===== config.mk =====
export PLATFORM = sky130hd
export DESIGN_NAME = iter_shifter
export DESIGN_NICKNAME = d
export VERILOG_FILES = /design/src/rtl/shifter_pkg.sv /design/src/rtl/iter_shifter_shift_step.sv /design/src/rtl/iter_shifter.sv
export SDC_FILE = /design/constraint.sdc
export NUM_CORES = 1
export LEC_CHECK = 0
export BUFFER_PORTS_ARGS = -buffer_cell sky130_fd_sc_hd__clkbuf_2
export CORE_MARGIN = 2
export CORE_UTILIZATION = 35
export CTS_CLUSTER_DIAMETER = 120
export CTS_CLUSTER_SIZE = 40
export DETAILED_ROUTE_END_ITERATION = 16
export GPL_TIMING_DRIVEN = 0
export PLACE_DENSITY = 0.57
export SLEW_MARGIN = 10
export SYNTH_ARGS = -nofsm -noshare
export SYNTH_HDL_FRONTEND = slang
export SYNTH_SLANG_ARGS = --single-unit

===== constraint.sdc =====
create_clock -name clk -period 2.9 [get_ports clk]
set_input_delay 0.435 -clock clk [delete_from_list [all_inputs] [get_ports clk]]
set_output_delay 0.435 -clock clk [all_outputs]
set_load 0.005 [all_outputs]

===== src/rtl/shifter_pkg.sv =====
// Shared encodings for the iterative shift unit: operation codes and FSM states.
package shifter_pkg;

  typedef enum logic [1:0] {
    OP_SLL  = 2'b00,
    OP_SRL  = 2'b01,
    OP_SRA  = 2'b10,
    OP_ROTR = 2'b11
  } op_e;

  typedef enum logic [1:0] {
    S_IDLE  = 2'b00,
    S_SHIFT = 2'b01,
    S_DONE  = 2'b10
  } state_e;

endpackage


===== src/rtl/iter_shifter_shift_step.sv =====
// One combinational shift step of 0..STEP bits in the direction and fill given by op.
module shift_step
  import shifter_pkg::*;
#(
  parameter int WIDTH  = 32,
  parameter int STEP   = 4,
  parameter int STEP_W = $clog2(STEP) + 1
) (
  input  logic [1:0]        op_i,
  input  logic [WIDTH-1:0]  data_i,
  input  logic [STEP_W-1:0] amt_i,
  output logic [WIDTH-1:0]  data_o
);

  logic [31:0] back_amt;

  // amt_i == 0 gives back_amt == WIDTH, which shifts the wrapped part out entirely.
  assign back_amt = 32'(WIDTH) - 32'(amt_i);

  always_comb begin
    data_o = data_i;
    case (op_i)
      OP_SLL:  data_o = data_i << amt_i;
      OP_SRL:  data_o = data_i >> amt_i;
      OP_SRA:  data_o = $signed(data_i) >>> amt_i;
      OP_ROTR: data_o = (data_i >> amt_i) | (data_i << back_amt);
      default: data_o = data_i;
    endcase
  end

endmodule


===== src/rtl/iter_shifter.sv =====
// Multi-cycle SLL/SRL/SRA/ROTR unit shifting at most STEP bits per cycle,
// with valid/ready handshakes on both the request and result sides.
module iter_shifter
  import shifter_pkg::*;
#(
  parameter int WIDTH   = 32,
  parameter int STEP    = 4,
  parameter int SHAMT_W = $clog2(WIDTH)
) (
  input  logic               clk,
  input  logic               rst,
  input  logic               in_valid,
  output logic               in_ready,
  input  logic [1:0]         op,
  input  logic [WIDTH-1:0]   val,
  input  logic [SHAMT_W-1:0] shamt,
  output logic               out_valid,
  input  logic               out_ready,
  output logic [WIDTH-1:0]   result,
  output logic               busy
);

  localparam int STEP_W = $clog2(STEP) + 1;
  localparam logic [SHAMT_W:0] STEP_EXT = (SHAMT_W + 1)'(STEP);

  if (WIDTH < 2 || (WIDTH & (WIDTH - 1)) != 0) begin : g_bad_width
    $fatal(1, "iter_shifter: WIDTH must be a power of two >= 2");
  end
  if (STEP < 1 || STEP > WIDTH || (STEP & (STEP - 1)) != 0) begin : g_bad_step
    $fatal(1, "iter_shifter: STEP must be a power of two in 1..WIDTH");
  end

  // Handshake: a transfer happens on a rising edge where valid && ready are both
  // high; valid never depends on ready, and the sender holds its payload until then.
  state_e             state_q;
  op_e                op_q;
  logic [WIDTH-1:0]   acc_q, acc_d;
  logic [SHAMT_W-1:0] rem_q, rem_d;
  logic               in_ready_q, out_valid_q, busy_q;
  logic [SHAMT_W:0]   step_wide;
  logic [STEP_W-1:0]  step;

  always_comb begin
    step_wide = {1'b0, rem_q};
    if ({1'b0, rem_q} >= STEP_EXT) step_wide = STEP_EXT;
    step  = step_wide[STEP_W-1:0];
    // step never exceeds rem_q, so the truncated subtrahend is exact.
    rem_d = rem_q - step_wide[SHAMT_W-1:0];
  end

  shift_step #(
    .WIDTH (WIDTH),
    .STEP  (STEP),
    .STEP_W(STEP_W)
  ) u_step (
    .op_i  (op_q),
    .data_i(acc_q),
    .amt_i (step),
    .data_o(acc_d)
  );

  always_ff @(posedge clk) begin
    if (rst) begin
      state_q     <= S_IDLE;
      op_q        <= OP_SLL;
      acc_q       <= '0;
      rem_q       <= '0;
      in_ready_q  <= 1'b1;
      out_valid_q <= 1'b0;
      busy_q      <= 1'b0;
    end else begin
      case (state_q)
        S_IDLE: begin
          if (in_valid && in_ready_q) begin
            acc_q      <= val;
            rem_q      <= shamt;
            op_q       <= op_e'(op);
            in_ready_q <= 1'b0;
            busy_q     <= 1'b1;
            if (shamt == '0) begin
              state_q     <= S_DONE;
              out_valid_q <= 1'b1;
            end else begin
              state_q <= S_SHIFT;
            end
          end
        end
        S_SHIFT: begin
          acc_q <= acc_d;
          rem_q <= rem_d;
          if (rem_d == '0) begin
            state_q     <= S_DONE;
            out_valid_q <= 1'b1;
          end
        end
        S_DONE: begin
          if (out_ready) begin
            state_q     <= S_IDLE;
            out_valid_q <= 1'b0;
            busy_q      <= 1'b0;
            in_ready_q  <= 1'b1;
          end
        end
        default: begin
          state_q     <= S_IDLE;
          out_valid_q <= 1'b0;
          busy_q      <= 1'b0;
          in_ready_q  <= 1'b1;
        end
      endcase
    end
  end

  assign in_ready  = in_ready_q;
  assign out_valid = out_valid_q;
  assign busy      = busy_q;
  assign result    = acc_q;

endmodule


==> results of run 1 <==
==> layer usage <==
layer / part of all wire (%) / up-vias
li1: - / 3024
met1: 39 / 3396
met2: 41 / 637
met3: 13 / 147
met4: 6.4 / 2
met5: 0.022 / -
==> Yosys cell counts (all sizes together), types with 3 or more instances <==
cell type  instances  area [sq um]
nand2            148           556
mux2i             71           727
clkbuf            56           214
a21oi             54           270
nor2              47           186
dfxtp             44           881
buf               35           195
mux4              28           634
o21ai             26           130
nand3             24           120
a211oi            23           173
a31oi             23           144
nor3              14          70.1
o211ai            13          97.6
inv               11          43.8
mux2              11           124
a221oi            10          87.6
a311oi            10          87.6
a2111oi            7          73.8
nand2b             7          43.8
and3               6          37.5
o22ai              6          37.5
o31ai              6          45.0
a21o               5          37.5
a22oi              5          37.5
nor2b              5          31.3
and2               4          25.0
o21a               4          30.0
or3                4          30.0
ha                 3          37.5
nor4               3          25.0
==> worst min-delay path, cell delays in order <==
cell and delay (ns):
clkbuf_2 0.08, nand2_1 0.04, a21oi_1 0.05
==> cells by family (layout without fill, tap and decap cells) <==
logic type	after synthesis	in the layout	share of synthesized area [%]
and+or+nand+nor	270	270	21.4
DFF	44	44	15.7
muxes	110	110	26.4
adders and majority gates	3	3	0.668
AOI/OAI and AO/OA	222	222	27.2
buffers and inverters	103	203	8.13
other	1	1	0.0667
xor gates and xnor gates	3	3	0.468
==> state kept, by name, indices dropped and copies added, names as in the netlist <==
signal and cells:
busy 1, in_ready 1, op_q 2, out_valid 1, rem_q 5, result 32
state_q 2
==> cell usage in the layout, fill, tap and decap left out, types with 13 or more instances in the layout <==
cell,instances
a211oi_1,22
a21oi_1,54
a31oi_1,22
buf_2,14
buf_4,18
clkbuf_1,45
clkbuf_2,82
dfxtp_1,41
mux2i_1,68
mux4_2,27
nand2_1,148
nand3_1,24
nor2_1,44
nor3_1,14
o211ai_1,13
o21ai_0,16
==> power by group through the flow <==
stage / sequential, mW / combinational (mW) / clock, mW
finish: 0.882 / 3.42 / 0.733
global route: 0.891 / 3.53 / 0.751
CTS: 0.871 / 3.16 / 0.730
detailed placement: 0.883 / 2.99 / 0
global placement: 0.883 / 3.03 / 0
floorplan: 0.836 / 1.94 / 0
==> timing repair <==
item                                    in CTS  in global routing
pin swaps                                    9                  6
endpoints found under the setup margin      30                 14
buffers inserted                            12                  7
cloned                                       1                  0
gates resized for setup                     52                 23
==> stage by stage <==
stage / setup TNS (ns) / setup slack (ns)
2_1_floorplan: -0.0571 / -0.0468
3_3_place_gp: -19.88 / -1.59
3_5_place_dp: -18.59 / -1.42
4_1_cts: 0 / 0.00182
5_1_grt: 0 / 0.0134
6_report: 0 / 0.0333
==> path summary, 6_finish.rpt <==
check                              start                 endpoint  slack, ns
setup / recovery   rem_q[1]$_SDFFE_PP0P_  result[14]$_SDFFE_PP0P_       0.03
hold / removal                     op[1]     op_q[1]$_SDFFE_PP0P_       0.34
setup reg to reg   rem_q[1]$_SDFFE_PP0P_  result[14]$_SDFFE_PP0P_       0.03
hold reg to reg   out_valid$_SDFFE_PP0P_   out_valid$_SDFFE_PP0P_       0.49
==> layout make-up <==
class / instances / area share [%]
repair inverters: 1 / 0.0902
inverters: 12 / 1.03
flip-flops and latches: 44 / 12.8
repair buffers: 96 / 7.96
multi-input cells: 609 / 64.5
clock inverters: 3 / 0.686
clock buffers: 5 / 1.80
plain buffers: 86 / 7.27
well taps: 216 / 3.90
==> summary.md, run 1 <==
| Metric | Value |
|---|---|
| CP Max Fanout | 10 |
| Global-route wire length before repair | ~44 mm |
| Combined flip-flop and latch cell area | 887 sq um |
| Timing-limited maximum frequency | 0.349 GHz |
| Floorplan core area | 15800 sq um |
| Type of the worst setup path | reg2reg |
| HPWL after detailed placement | 22.5 mm |
| H-tree depth | 2 |
| Synth Register Bits | 44 |
| WL/cell | 29.1 microns |
| Flop pwr share | 17.5% |
| Min-Delay Path Depth | 3 |
| Largest buffer count on any clock path | 2 |
| Critical-path cell list | buf_2 > buf_2 > clkbuf_1 > nand2_1 > o211ai_1 > nand4_1 > nor3_1 > a311oi_1 |
| Internal power component | 2.37 mW |
| Met3 Track Usage GR | ~11% |
| Hold WS | around 0.34 ns |
| Critical path arrival | 3.03 ns |
| Total power after layout | 5.03 mW |
| Util after Layout | 44.0% |
| Setup repair after global routing missed its margin | no |
| Number of nets in the final layout | 901 |
| Quantity of I/O buffers inserted on ports | 77 |
| Share of synthesized registers carrying an async set or reset | 0% |
| Number of logic stages on the critical path including buffering | 8 |
| Horizontal extent of the die | around 130 microns |
| Num Clock Sinks | 44 |
| Fin crit share | 98.9% |
| Remaining routing DRC violations | 0 |
| Fillers | approximately 1700 |
| Class of the tightest hold or removal check | in2reg |
| GR Util met1 | 49.1% |
| Worst Tran Pin Value | 1.21 ns |
| Cell repeated most along the worst path | buf_2 |
| Nets in the synthesized netlist | 802 |
| Post-Layout Inst Area | 6930 sq um |
| Hold buffer count at CTS | 0 |
| Number of hold violations in the final report | 0 |
| ANT cells | 0 |
| Cell variety after synth | 77 |
| Clock share of power | between 10 and 15% |
| Number of instances in the synthesized netlist | 756 |
| Required time reported for the critical path endpoint | approximately 3.1 ns |
| Clock Tree Root | clkbuf_16 |
| Mean cell area of the mapped netlist | 7.43 sq um |
| Critical Path Max Stage Delay | about 0.73 ns |
| Global routing usage on met2 | between 50% and 60% |
| Gpl congestion | just over 1 |
| Number of antenna violations at the first check in global routing | 1 |
| Inst Count DP | about 1000 |
| Minimum clock period | between 2 and 3 ns |
| WL final | approximately 31 mm |
| Effective utilization at floorplan | 35.6% |
| Standard cell area after detailed placement | 6330 sq um |
| Buffers and inverters on the worst path | 3 |
| Peak supply drop | 0.354 mV |
| Max-slew violations | 0 |
| Remaining number of nets flagged by the antenna check after routing | 0 |
| Gr usage total | approximately 37% |
| Outcome | finished, final reports clean |
| Slowest cell on crit path | clkbuf_1 |
| Number of endpoints failing setup at the final stage | 0 |
| Power Density | 725 nW/um^2 |
| Number of max-capacitance violations reported | 0 |
| Vias in the first global route | 6618 |
| Clock slew seen by the registers of the worst setup and hold paths | approximately 0.080 ns |
| Footprint of the multi-input gates | 4470 sq um |
| Depth of the worst register-to-register path | 8 |
| Clock tree from TritonCTS | built |
| Crit end category | flip-flop |
| EDFF count, synth | 0 |
| Static Leakage | 2.76 nW |
| Violation count after the first detailed-routing iteration | 1292 |
| Worst clock skew | 0.00818 ns |
| Relative slew slack | a little under a fifth |
| Kind of cell adding the most delay to the critical path | buffers and inverters |
| Layout cells sized above 1 | approximately a quarter |
| Row cnt | 46 |
| Post-route insts no fill | 1072 |
| Highest-utilization routing layer at the global route stage | met2 |
| # IOs | slightly below 80 |
| Setup crit start kind | flip-flop |
| Mean number of vias per cell | 6.72 |
| Switching share of power | 52.8% |
| Sequential cell area fraction in the yosys report | 15.7% |
| Area Growth Syn to Fin | 23.4% |
| Primary FF master, synth | dfxtp_1 |
| Count of yosys warnings during synthesis | 0 |
| Total iterations of the first detailed-routing run | 6 |
| Clock network latency to the later pin of the worst-skew pair | 0.31 ns |
| Area enclosed by the die boundary | about 17000 sq um |
| Switching component of the power | 2.66 mW |
| Vias post-DR | 7206 |
| Combinational share of power | 67.9% |
| Die Y | about 130 microns |
| Overall overflow remaining after global route | 0 |
| Netlist Area Pre-Place | 5620 sq um |
| Number of clock buffers inserted by TritonCTS | 5 |
| Maximum number of pins on one net before global-route repair | 20 |
No activity file was read; power rests on OpenSTA's default activity.
==> run 2, diff against run 1 <==
- ABC_AREA: default -> 1
- PLACE_DENSITY: 0.57 -> default
==> run 2 against run 1 <==
  * Critical path depth increased by 4
  * Wire length fell by 14%
  * Setup slack gained 0.12 ns
  * Area after synthesis shrank 14%
  * Flip-flop and latch count unchanged
  * Via count fell by 3.4%
  * Worst hold slack improved by 0.054 ns
  * Core utilization down 2.3 points
  * Non-clock buffer count fell by 45
  * Count of clock-buffer cells in the layout unchanged
  * Highest routed layer is now met4
==> summary.md, run 2 <==
| Metric | Value |
|---|---|
| Flip-flop count of the largest register after layout | 32 |
| Type of the worst setup path | reg2reg |
| Commonest cells after routing, fill and taps aside | nand2_1 (273), nand3_1 (122), o21ai_0 (87) |
| Horizontal extent of the die | about 120 microns |
| Minimum clock period | 2.74 ns |
| Footprint of the multi-input gates | 3410 sq um |
| Required time reported for the critical path endpoint | between 3 and 4 ns |
| Remaining number of nets flagged by the antenna check after routing | 0 |
| Crit end category | flip-flop |
| HPWL after detailed placement | approximately 20 mm |
| ANT cells | 0 |
| Setup crit start kind | flip-flop |
| Outcome | finished, final reports clean |
| Gpl congestion | 1.05 |
| Clock tree from TritonCTS | built |
| Max-slew violations | 0 |
| # IOs | 78 |
| Biggest area contributors in the synthesized netlist | nand2_1 (21%), dfxtp_1 (18%), nand3_1 (13%) |
| Number of instances in the synthesized netlist | 882 |
| Maximum number of pins on one net before global-route repair | 16 |
| Area Growth Syn to Fin | 17.9% |
| Share of synthesized registers carrying an async set or reset | 0% |
| Num Clock Sinks | 44 |
| Row cnt | 43 |
| Standard cell area after detailed placement | 5460 sq um |
| H-tree depth | 2 |
| Cell variety after synth | 38 |
| Synth Register Bits | 44 |
| Commonest cells post-synth | nand2_1 (273), nand3_1 (122), o21ai_0 (88), inv_1 (77), a21oi_1 (74) |
| Total iterations of the first detailed-routing run | 6 |
| Fillers | 1623 |
| Area enclosed by the die boundary | 14800 sq um |
| Quantity of I/O buffers inserted on ports | between 70 and 80 |
| Fraction of synthesized cell area taken by the top area cell type | 21.1% |
| Largest buffer count on any clock path | 2 |
| Inst Count DP | about 1100 |
| Gr usage total | 36.5% |
| Violation count after the first detailed-routing iteration | approximately 860 |
| WL/cell | roughly 23 microns |
| Global-route wire length before repair | 40.0 mm |
| Mean number of vias per cell | 6.06 |
| Remaining routing DRC violations | 0 |
| Vias in the first global route | 6599 |
| Number of clock buffers inserted by TritonCTS | 5 |
| Fin crit share | 94.6% |
| Most area-hungry cell type in the Yosys netlist | nand2_1 |
| Count of yosys warnings during synthesis | 0 |
| Number of antenna violations at the first check in global routing | 0 |
| Primary FF master, synth | dfxtp_1 |
| Post-Layout Inst Area | 5720 sq um |
| Clock network latency to the later pin of the worst-skew pair | 0.31 ns |
| Post-route insts no fill | 1148 |
| Sequential cell area fraction in the yosys report | 18.2% |
| WL final | 27.0 mm |
| Combined flip-flop and latch cell area | 883 sq um |
| Nets in the synthesized netlist | 928 |
| Overall overflow remaining after global route | 0 |
| Timing-limited maximum frequency | 0.365 GHz |
| Vias post-DR | 6961 |
| Number of endpoints failing setup at the final stage | 0 |
| Floorplan core area | 13700 sq um |
| Number of max-capacitance violations reported | 0 |
| CP Max Fanout | 12 |
| EDFF count, synth | 0 |
| Effective utilization at floorplan | 35.3% |
| Number of hold violations in the final report | 0 |
| Clock slew seen by the registers of the worst setup and hold paths | 0.07 ns |
| Die Y | 122 microns |
| Most frequent cell after synthesis | nand2_1 |
| Netlist Area Pre-Place | 4850 sq um |
| Setup repair after global routing missed its margin | no |
| Layout cells sized above 1 | 14.3% |
| Relative slew slack | 39.4% |
| Clock Tree Root | clkbuf_16 |
| Worst Tran Pin Value | 0.909 ns |
| Commonest non-fill, non-tap cell in the layout | nand2_1 |
| Mean cell area of the mapped netlist | between 5 and 6 sq um |
| Critical path arrival | slightly below 3 ns |
| Number of nets in the final layout | 1013 |
| Class of the tightest hold or removal check | in2reg |
| Worst clock skew | between 0.01 and 0.015 ns |
## run 2: cell count changes after synthesis, sizes merged, moves of 12 or more
cell	before	now
nand2	148	274
o221ai	2	16
mux2i	71	0
nand3	24	123
clkbuf	56	26
nor2	47	35
a21oi	54	74
nand4	2	23
a211oi	23	2
mux4	28	0
inv	11	84
o21ai	26	90
a31oi	23	5
## run 2: final timing paths
kind / cells after the start / startpoint / slack [ns] / endpoint
hold / removal: 4 / out_ready / 0.39 / state_q[1]$_SDFFE_PP0P_
setup / recovery: 12 / rem_q[1]$_SDFFE_PP0P_ / 0.16 / result[10]$_SDFFE_PP0P_
hold reg to reg: 2 / out_valid$_SDFFE_PP0P_ / 0.46 / out_valid$_SDFFE_PP0P_
setup reg to reg: 12 / rem_q[1]$_SDFFE_PP0P_ / 0.16 / result[10]$_SDFFE_PP0P_
## run 2: logic make-up (layout without fill, tap and decap cells)
kind of cell | count (synthesis) | after routing | share of synthesized area (%)
fa+ha+maj | 3 | 3 | 0.774
flops | 44 | 44 | 18.2
simple gates | 462 | 462 | 41.1
other cells | 1 | 1 | 0.0773
xor+xnor | 2 | 2 | 0.361
buf+inv | 144 | 230 | 12.3
compound gates | 226 | 226 | 27.2
## run 2: what timing repair did
| action | CTS | global route |
|---|---|---|
| setup endpoints to repair | 24 | 24 |
| pin swaps | 2 | 0 |
| setup buffers | 2 | 2 |
| resized for setup | 14 | 12 |
| hold buffers | 0 | 0 |
## run 2: routing by layer
metal  track usage, %  part of all wire [%]  up-vias
met5                0                     0        -
met4             19.0                   5.3        0
met3             8.99                    11       99
met2             55.8                    43      483
met1             47.5                    41     3170
li1                 -                     -     3209
## run 2: critical path, stage by stage (launching register included)
cell,delay (ns)
dfxtp_2,0.43
inv_1,0.20
nor2_4,0.24
inv_6,0.10
buf_6,0.18
ha_4,0.35
clkbuf_4,0.28
nand2_1,0.10
a21oi_1,0.28
nand4_1,0.19
nand3_1,0.11
nand2_1,0.08
a21oi_1,0.12
## run 2: cell type report
cell class | instances | area share (%)
multi-input cells | 694 | 59.6
clock inverters | 3 | 0.810
plain buffers | 56 | 4.95
inverters | 85 | 5.82
well taps | 180 | 3.94
repair buffers | 81 | 7.27
clock buffers | 5 | 2.19
flip-flops and latches | 44 | 15.5
## run 2: through the flow
step                setup TNS (ns)  hold WS (ns)  utilization [%]  setup WS, ns
floorplan                        0         0.455                -         0.254
global placement            -17.79         0.451             39.8        -0.919
detailed placement          -16.83         0.454             39.8        -0.850
CTS                              0         0.383             41.3        0.0104
global route                     0         0.392             41.7        0.0231
finish                           0         0.389             41.7         0.158
Power of run 2 is not shown: default switching activity piles up to over one toggle a cycle in this logic, so the estimate is an artifact.
